==> src/rtl/mem_dump_tx.sv <==
// mem_dump_tx: UART debug read-out of one RAM doubleword.
// Fetches memdata at memadr and sends it MSB byte first, 8N1.
module mem_dump_tx #(
    parameter int N            = 64,
    parameter int CLKS_PER_BIT = 868
) (
    input  logic         clk,
    input  logic         reset,
    input  logic         req_valid,
    input  logic [7:0]   req_addr,
    output logic         req_ready,
    output logic [7:0]   memadr,
    input  logic [N-1:0] memdata,
    output logic         tx,
    output logic         busy,
    output logic         done
);

    localparam int NBYTES = N / 8;
    localparam int BCW    = (NBYTES > 1) ? $clog2(NBYTES) : 1;
    localparam int BDW    = $clog2(CLKS_PER_BIT);

    typedef enum logic [2:0] {
        S_IDLE,
        S_FETCH,
        S_START,
        S_DATA,
        S_STOP,
        S_FIN
    } state_t;

    state_t         state_q, state_d;
    logic [7:0]     memadr_q, memadr_d;
    logic [N-1:0]   shreg_q, shreg_d;
    logic [BCW-1:0] byte_cnt_q, byte_cnt_d;
    logic [2:0]     bit_cnt_q, bit_cnt_d;
    logic [BDW-1:0] baud_cnt_q, baud_cnt_d;
    logic           tx_q, tx_d;

    logic [7:0]     cur_byte;
    logic [2:0]     bit_nxt;
    logic           baud_wrap;
    logic           last_byte;

    assign cur_byte  = shreg_q[N-1 -: 8];
    assign bit_nxt   = bit_cnt_q + 3'd1;
    assign baud_wrap = (baud_cnt_q == BDW'(CLKS_PER_BIT - 1));
    assign last_byte = (byte_cnt_q == BCW'(NBYTES - 1));

    // State and datapath registers; reset parks the line high at once.
    always_ff @(posedge clk or posedge reset) begin
        if (reset) begin
            state_q    <= S_IDLE;
            memadr_q   <= '0;
            shreg_q    <= '0;
            byte_cnt_q <= '0;
            bit_cnt_q  <= '0;
            baud_cnt_q <= '0;
            tx_q       <= 1'b1;
        end else begin
            state_q    <= state_d;
            memadr_q   <= memadr_d;
            shreg_q    <= shreg_d;
            byte_cnt_q <= byte_cnt_d;
            bit_cnt_q  <= bit_cnt_d;
            baud_cnt_q <= baud_cnt_d;
            tx_q       <= tx_d;
        end
    end

    // Next-state logic: fetch once, then frame each byte with start/stop bits.
    always_comb begin
        state_d    = state_q;
        memadr_d   = memadr_q;
        shreg_d    = shreg_q;
        byte_cnt_d = byte_cnt_q;
        bit_cnt_d  = bit_cnt_q;
        baud_cnt_d = '0;
        tx_d       = tx_q;
        unique case (state_q)
            S_IDLE: begin
                tx_d = 1'b1;
                if (req_valid) begin
                    memadr_d = req_addr;
                    state_d  = S_FETCH;
                end
            end
            S_FETCH: begin
                shreg_d    = memdata;
                byte_cnt_d = '0;
                bit_cnt_d  = '0;
                tx_d       = 1'b0;
                state_d    = S_START;
            end
            S_START: begin
                baud_cnt_d = baud_wrap ? '0 : baud_cnt_q + BDW'(1);
                if (baud_wrap) begin
                    bit_cnt_d = '0;
                    tx_d      = cur_byte[0];
                    state_d   = S_DATA;
                end
            end
            S_DATA: begin
                baud_cnt_d = baud_wrap ? '0 : baud_cnt_q + BDW'(1);
                if (baud_wrap) begin
                    if (bit_cnt_q == 3'd7) begin
                        bit_cnt_d = '0;
                        tx_d      = 1'b1;
                        state_d   = S_STOP;
                    end else begin
                        bit_cnt_d = bit_nxt;
                        tx_d      = cur_byte[bit_nxt];
                    end
                end
            end
            S_STOP: begin
                baud_cnt_d = baud_wrap ? '0 : baud_cnt_q + BDW'(1);
                if (baud_wrap) begin
                    shreg_d = shreg_q << 8;
                    if (last_byte) begin
                        byte_cnt_d = '0;
                        tx_d       = 1'b1;
                        state_d    = S_FIN;
                    end else begin
                        byte_cnt_d = byte_cnt_q + BCW'(1);
                        tx_d       = 1'b0;
                        state_d    = S_START;
                    end
                end
            end
            S_FIN: begin
                tx_d    = 1'b1;
                state_d = S_IDLE;
            end
            default: begin
                tx_d    = 1'b1;
                state_d = S_IDLE;
            end
        endcase
    end

    assign req_ready = (state_q == S_IDLE);
    assign busy      = (state_q != S_IDLE);
    assign done      = (state_q == S_FIN);
    assign memadr    = memadr_q;
    assign tx        = tx_q;

endmodule

==> config.mk <==
export PLATFORM = sky130hd
export DESIGN_NAME = mem_dump_tx
export DESIGN_NICKNAME = d
export VERILOG_FILES = /design/src/rtl/mem_dump_tx.sv
export SDC_FILE = /design/constraint.sdc
export NUM_CORES = 1
export LEC_CHECK = 0
export BUFFER_PORTS_ARGS = -buffer_cell sky130_fd_sc_hd__buf_2
export CAP_MARGIN = 5
export CELL_PAD_IN_SITES_DETAIL_PLACEMENT = 1
export CELL_PAD_IN_SITES_GLOBAL_PLACEMENT = 2
export CORE_MARGIN = 2
export CORE_UTILIZATION = 33
export CTS_CLUSTER_DIAMETER = 80
export DETAILED_ROUTE_END_ITERATION = 6
export GPL_TIMING_DRIVEN = 1
export HOLD_SLACK_MARGIN = 0.08
export PLACE_DENSITY = 0.78
export SETUP_SLACK_MARGIN = 0.3
export SLEW_MARGIN = 15
export SYNTH_ARGS = -nofsm -noshare
export SYNTH_HDL_FRONTEND = slang
export SYNTH_SLANG_ARGS = --single-unit
==> constraint.sdc <==
create_clock -name clk -period 3.2 [get_ports clk]
set_input_delay 0.16 -clock clk [delete_from_list [all_inputs] [get_ports clk]]
set_output_delay 0.16 -clock clk [all_outputs]
set_load 0.02 [all_outputs]
======== After elaboration in Yosys (flattened, before gate mapping) ========
Cells that the tools add are included.
word-level totals
  input port bits ......................... 75
  logic and storage cells ................. 60
  register bits ........................... 92
  output and inout bits ................... 12
operators by class
  order comparisons ....................... 1
  reduce and logical (&&, ||, !) cells .... 10
  $add $sub $neg .......................... 3
  muxes and demuxes ....................... 26
  eq/ne operators ......................... 13
operators by type and width
  kind                     count
  $pmux W64 S2             1
  $mux W64                 1
  $mux W3                  11
  $mux W10                 2
  $pmux W3 S5              1
  $eq A3 B3 Y1 const B     4
  $add A10 B1 Y10 const B  1
  $eq A10 B10 Y1 const B   1
  $ne A2 B2 Y1 const B     5
  $pmux W3 S3              1
  $add A3 B1 Y3 const B    2
  $eq A3 B2 Y1 const B     2
  $mux W1                  6
  $pmux W3 S2              1
  $reduce_and A3 Y1        2
  $reduce_bool A3 Y1       2
  $reduce_and A5 Y1        1
  $lt A3 B4 Y1 const B     1
  $pmux W1 S4              1
  $reduce_and A2 Y1        2
  $bmux W1 S3              1
  $eq A3 B1 Y1 const B     1
  $logic_not A3 Y1         1
  $reduce_or A3 Y1         1
  $reduce_bool A2 Y1       1

======== Longest topological paths before layout ========
Gate-level depths: netlist of the first run.
  depth in word-level cells ............... 6
  depth in mapped cells ................... 7
  depth with buffers taken out ............ 6

======== Worst setup path after synthesis of the first run ========
Ideal clock, no wire load.
  path kind ............................... register to register
  start point ............................. reg state_q[0]
  end point ............................... reg shreg_q[10]
  setup slack ............................. 1314 ps
  library setup time ...................... 127 ps
  data arrival time ....................... 1759 ps
  buffers on the path ..................... 4
  data required time ...................... 3073 ps
  clock period less this slack ............ 1886 ps
  stages on the path, launching flop included .. 8
  path through ............................ dfrtp_1 > or3b_1 > clkbuf_1 > o41ai_1 > buf_2 > buf_4 > buf_4 > a31oi_1
on the way
  longest elaborated chain between the ends .. 3
  elaborated cells between the ends (all ways) .. 6
  those cells by class .................... 3 x eq/ne; 1 x mux; 2 x reduce/logical
RTL lines
  item                                                                 line  text
  start, declared                                                      32    state_t state_q, state_d;
  start signal, assigned                                               61    state_q <= state_d;
  $eq A3 B3 Y1 or $eq A3 B1 Y1 (tied branches)                         80    unique case (state_q)
  $ne A2 B2 Y1 (no source line) or $reduce_bool A2 Y1 (tied branches)  --
  $reduce_and A2 Y1 (no source line)                                   --
  end signal, assigned                                                 63    shreg_q <= shreg_d;
  end, declared                                                        34    logic [N-1:0] shreg_q, shreg_d;
Parallel ways exist; a longest one is shown, timed or not.
A chain may end at the register's enable or synchronous reset.

======== Final worst setup path of the first run ========
  start point ............................. reg state_q[2]
  end point ............................... reg shreg_q[29]
Same word-level chain as after synthesis.

==> results of run 1 <==
[final cells by class]
cell class / count / share of cell area
sequential: 92 / 0.4117
clock buffer: 10 / 0.04271
clock inverter: 5 / 0.009392
inverter: 11 / 0.007603
timing repair buffer: 135 / 0.1664
tap: 172 / 0.03846
multi-input combinational: 340 / 0.3238
[worst max-delay path by stage]
stage                    start  slack [ns]            end  depth (start not counted)
floorplan                reset        0.65  baud_cnt_q[0]                          1
global placement    state_q[2]        0.97    shreg_q[43]                          5
detailed placement  state_q[2]        0.89    shreg_q[29]                          5
CTS                 state_q[2]        0.86    shreg_q[29]                          5
global route        state_q[2]        0.65    shreg_q[52]                          5
finish              state_q[2]        0.83    shreg_q[29]                          5
[state kept, by name, indices dropped and copies added (netlist names)]
| name | cells |
|---|---|
| shreg_q | 64 |
| baud_cnt_q | 10 |
| memadr | 8 |
| bit_cnt_q | 3 |
| byte_cnt_q | 3 |
| state_q | 3 |
| tx | 1 |
[stage by stage]
step / setup slack [ns] / util
floorplan: 0.6497 / -
global placement: 0.9683 / 0.3846
detailed placement: 0.8938 / 0.3846
CTS: 0.8606 / 0.4408
global route: 0.6467 / 0.4416
finish: 0.8336 / 0.4416
[what timing repair did]
item,CTS,global route
hold buffers,42,1
endpoints found under the hold margin,89,1
gates resized for setup,0,0
setup endpoints to repair,0,0
[critical path: stages (launching register included)]
cell and delay (ns):
dfrtp_1 0.58, or3b_2 0.51, o41ai_2 0.46, buf_12 0.42
nor2_1 0.07, a31oi_1 0.17
[cells in the final DEF (no fill, tap or decap), types with 5 or more instances in the layout]
master	netlist	layout
nor3_1	5	5
dfrtp_1	91	91
ha_1	5	5
dlygate4sd3_1	0	43
a22o_1	8	8
a31oi_1	58	58
inv_1	11	10
nor2_1	71	71
xnor2_1	6	6
buf_2	6	86
o21ai_0	8	8
mux2i_1	7	7
nand2_1	119	119
mux2_2	9	9
nand3_1	8	8
clkbuf_16	0	9
[routing by layer]
layer,track usage,vias up
met5,0,-
met4,0.05271,0
met3,0.02799,16
met2,0.2858,65
met1,0.2300,1820
li1,-,1847
[where the power goes]
| group | switching (µW) | total [µW] | internal (µW) | leakage (µW) |
|---|---|---|---|---|
| clock | 444 | 1060 | 618 | 0.000144 |
| combinational | 209 | 431 | 222 | 0.00133 |
| sequential | 123 | 1450 | 1320 | 0.00105 |
| total | 776 | 2940 | 2160 | 0.00252 |
[cells by family (layout without fill, tap and decap cells)]
kind of cell               Yosys count  count (layout)
AOI/OAI and AO/OA                   88              88
xor gates and xnor gates             8               8
buffers and inverters               45             161
DFF                                 92              92
muxes                               16              16
and+or+nand+nor                    223             223
adders and majority gates            5               5
==> impl_metrics.env, run 1 <==
export IMPL_netlist_top_cells_area="dfrtp_1, nand2_1, a31oi_1, nor2_1, mux2_2"
export IMPL_path_clk_slew_ns=0.06
export IMPL_hp_class="in2reg"
export IMPL_drt_iter0_drc=123
export IMPL_powerDensity_nw_per_um2=525.3
export IMPL_grt_ovfl_total=0
export IMPL_routed_wl_um=11490
export IMPL_stdcell_count=765
export IMPL_io_pins=87
export IMPL_reg2reg_depth=5
export IMPL_worstSetupStartpointType="flop"
export IMPL_required_ns=3.46
export IMPL_synthToLayoutAreaGrowth_pct=29.85
export IMPL_period_share=0.7395
export IMPL_setup_violations=0
export IMPL_core_area_um2=12670
export IMPL_rr_startpoint="state_q[2]"
export IMPL_avgSynthCellArea_um2=9.034
export IMPL_syn_nets=557
export IMPL_drtPass1Iterations=4
export IMPL_synth_common_cells="nand2_1, dfrtp_1, nor2_1"
export IMPL_worstHoldStart="memdata[47]"
export IMPL_grt_pass1_vias=3900
export IMPL_ys_seq_area_frac=0.5346
export IMPL_syn_inst=477
export IMPL_synthXorXnorAreaFrac=0.01626
export IMPL_drive_gt1_frac=0.2091
export IMPL_routed_via_density=4.899
export IMPL_ys_flop_type="dfrtp_1"
export IMPL_regArea_um2=2303
export IMPL_synth_top_area_frac=0.5285
export IMPL_status="finished, final reports clean"
export IMPL_irDropWorstVdd_uv=252.4
export IMPL_cts_root_buf="clkbuf_16"
export IMPL_power_leakage_uw=0.002516
export IMPL_antenna_found_initial=0
export IMPL_crit_path_max_fanout=118
export IMPL_whs_ns=0.08436
export IMPL_finalCriticalPeriod_ns=2.366
export IMPL_grt_max_degree=119
export IMPL_synth_compound_area_frac=0.1347
export IMPL_totalPowerFinal_uw=2939
export IMPL_synth_top_area_cell="dfrtp_1"
export IMPL_maxSlewViolCount=0
export IMPL_muxShareOfSynthArea=0.03978
export IMPL_die_w_um=118.3
export IMPL_multi_input_area_um2=1812
export IMPL_ys_types=39
export IMPL_hold_violations=0
export IMPL_cts_tree="built"
export IMPL_nNetsFinal=669
export IMPL_grt_pass1_wl_um=19570
export IMPL_std_cell_rows=41
export IMPL_dpl_hpwl_um=7669
export IMPL_gp_congestion=0.8239
export IMPL_m1WireLength_um=5393
export IMPL_setup_tns_ns=0
export IMPL_numPortBuffers=86
export IMPL_rsz0062_at_grt="no"
export IMPL_fp_dieH_um=118.3
export IMPL_r2r_end="shreg_q[29]"
export IMPL_max_freq_mhz=422.6
export IMPL_drv_cap=0
export IMPL_holdPathStages=3
export IMPL_dr_max_layer_used="met4"
export IMPL_die_area_um2=13990
export IMPL_ys_seq_elements=92
export IMPL_detail_route_wl_per_cell_um=15.02
export IMPL_tightest_slew_ns=0.8816
export IMPL_synth_simple_area_share=0.2123
export IMPL_post_cts_buffers=0
export IMPL_fill_cells=1486
export IMPL_design_area_um2=5595
export IMPL_hold_path_end="shreg_q[47]"
export IMPL_placed_cell_area_um2=4873
export IMPL_ant_nets=0
export IMPL_cts_buffers=9
export IMPL_track_usage=0.1721
export IMPL_yosysMostFrequentCell="nand2_1"
export IMPL_clock_sinks=92
export IMPL_end_kind="flop"
export IMPL_cp_arrival_ns=2.62
export IMPL_r2r_slack_ns=0.83
export IMPL_synth_edf_count=0
export IMPL_clk_path_buf_depth=2
export IMPL_clock_latency_ns=0.34
export IMPL_met3WireLength_um=297
export IMPL_num_antenna_cells=0
export IMPL_vias=3748
export IMPL_start_util=0.3401
export IMPL_dp_cells=707
export IMPL_slew_headroom=0.4116
export IMPL_synth_adder_area_share=0.01452
export IMPL_synth_top_family_by_area="simple AND/OR/NAND/NOR gates"
export IMPL_drcViolationCount=0
export IMPL_cts_max_level=3
export IMPL_async_flop_share=1.000
export IMPL_syn_area_um2=4309
export IMPL_skew_ns=0.004838
export IMPL_wl_met2_um=5639
export IMPL_yosys_warnings=0
export IMPL_path_class="reg2reg"
No activity file was read; power rests on OpenSTA's default activity.
==> run 2: changes to the inputs <==
==> constraint.sdc (replaced) <==
create_clock -name clk -period 2.3 [get_ports clk]
set_input_delay 0.115 -clock clk [delete_from_list [all_inputs] [get_ports clk]]
set_output_delay 0.115 -clock clk [all_outputs]
set_load 0.02 [all_outputs]
==> impl_metrics.env, run 2 (same netlist as run 1, synthesis figures left out) <==
export IMPL_status="finished, final reports clean"
export IMPL_end_kind="flop"
export IMPL_final_util=0.4789
export IMPL_final_cell_mix="nand2_1, dfrtp_1, buf_2, nor2_1, dlygate4sd3_1"
export IMPL_io_pins=87
export IMPL_grt_max_degree=60
export IMPL_grt_pass1_wl_um=21640
export IMPL_drt_iter0_drc=201
export IMPL_synthToLayoutAreaGrowth_pct=40.82
export IMPL_maxSlewViolCount=0
export IMPL_max_freq_mhz=499.7
export IMPL_clk_path_buf_depth=2
export IMPL_whs_ns=0.09235
export IMPL_core_area_um2=12670
export IMPL_largest_register_ffs=64
export IMPL_hp_class="in2reg"
export IMPL_numPortBuffers=86
export IMPL_crit_path_max_fanout=8
export IMPL_gp_congestion=0.8001
export IMPL_drv_cap=0
export IMPL_dpl_hpwl_um=7828
export IMPL_routed_wl_um=13240
export IMPL_num_antenna_cells=0
export IMPL_clock_sinks=92
export IMPL_period_share=0.8701
export IMPL_slew_headroom=0.5381
export IMPL_track_usage=0.1934
export IMPL_vias=3990
export IMPL_top_register="shreg_q"
export IMPL_irDropWorstVdd_uv=435.9
export IMPL_setup_tns_ns=0
export IMPL_clock_latency_ns=0.34
export IMPL_worstSetupStartpointType="flop"
export IMPL_routed_via_density=4.950
export IMPL_antenna_found_initial=0
export IMPL_cts_max_level=3
export IMPL_detail_route_wl_per_cell_um=16.43
export IMPL_finalCriticalPeriod_ns=2.001
export IMPL_std_cell_rows=41
export IMPL_tightest_slew_ns=0.6929
export IMPL_drcViolationCount=0
export IMPL_path_clk_slew_ns=0.06
export IMPL_hold_violations=0
export IMPL_drtPass1Iterations=4
export IMPL_powerDensity_nw_per_um2=687.4
export IMPL_setup_violations=0
export IMPL_power_leakage_uw=0.002734
export IMPL_path_class="reg2reg"
export IMPL_grt_pass1_vias=4352
export IMPL_start_util=0.3401
export IMPL_required_ns=2.54
export IMPL_rsz0062_at_grt="yes"
export IMPL_die_area_um2=13990
export IMPL_cp_arrival_ns=2.24
export IMPL_cts_buffers=9
export IMPL_nNetsFinal=709
export IMPL_fp_dieH_um=118.3
export IMPL_ant_nets=0
export IMPL_skew_ns=0.005602
export IMPL_cts_root_buf="clkbuf_16"
export IMPL_mostFrequentLayoutCell="nand2_1"
export IMPL_grt_ovfl_total=0
export IMPL_drive_gt1_frac=0.2224
export IMPL_cts_tree="built"
export IMPL_die_w_um=118.3
[run 2: per-stage QoR]
stage               power [µW]  instance area [µm²]  setup slack, ns  instances
global placement          2553                 4893           0.2602        711
CTS                       4153                 5966           0.2660        802
global route              4393                 6068           0.2072        806
detailed placement        2584                 4893           0.1183        711
finish                    4171                 6068           0.2988        806
floorplan                 2367                 4313           0.4142        477
[run 2: timing repair]
item                       CTS  global route
hold endpoints to repair   108             0
pin swaps                    1             2
hold buffers                69             0
gates resized for setup      6            12
gates cloned                 3             2
setup endpoints to repair   67            65
setup buffers                3             2
[run 2: where the power goes]
| group | internal [µW] | total, µW | switching (µW) |
|---|---|---|---|
| logic | 371 | 700 | 328 |
| clock network | 838 | 1460 | 622 |
| registers | 1840 | 2010 | 171 |
| total | 3050 | 4170 | 1120 |
[run 2: path summary, 6_finish.rpt]
| check | cells after the start | startpoint | slack, ns | end |
|---|---|---|---|---|
| max | 7 | state_q[0] | 0.30 | shreg_q[41] |
| min | 3 | memdata[60] | 0.09 | shreg_q[60] |
| max reg2reg | 7 | state_q[0] | 0.30 | shreg_q[41] |
| min reg2reg | 1 | memadr[6] | 0.50 | memadr[6] |
| max in group asynchronous | 4 | reset | 1.23 | shreg_q[53] |
| min in group asynchronous | 3 | reset | 0.19 | memadr[7] |
[run 2: cell type report]
class / instances / area [µm²]
Fill cell: 1503 / 6603
Sequential cell: 92 / 2303
Multi-Input combinational cell: 340 / 1844
Timing Repair Buffer: 175 / 1375
Clock buffer: 11 / 232.7
Tap cell: 172 / 215.2
Clock inverter: 5 / 52.55
Inverter: 11 / 45.04
[run 2: worst max-delay path, stage by stage (launching register included)]
cell and delay (ns):
dfrtp_1 0.39, or3b_4 0.43, o41ai_4 0.36, buf_6 0.19
buf_6 0.14, buf_12 0.13, nor2_1 0.06, a31oi_1 0.21
[run 2: per-layer routing]
layer / vias up / wire length, µm / part of all wire / global-route usage
met5: - / 0 / 0 / 0
met4: 0 / 133 / 0.010 / 0.04217
met3: 9 / 358 / 0.027 / 0.04344
met2: 69 / 6866 / 0.52 / 0.3439
met1: 1990 / 5884 / 0.44 / 0.2387
li1: 1922 / - / - / -
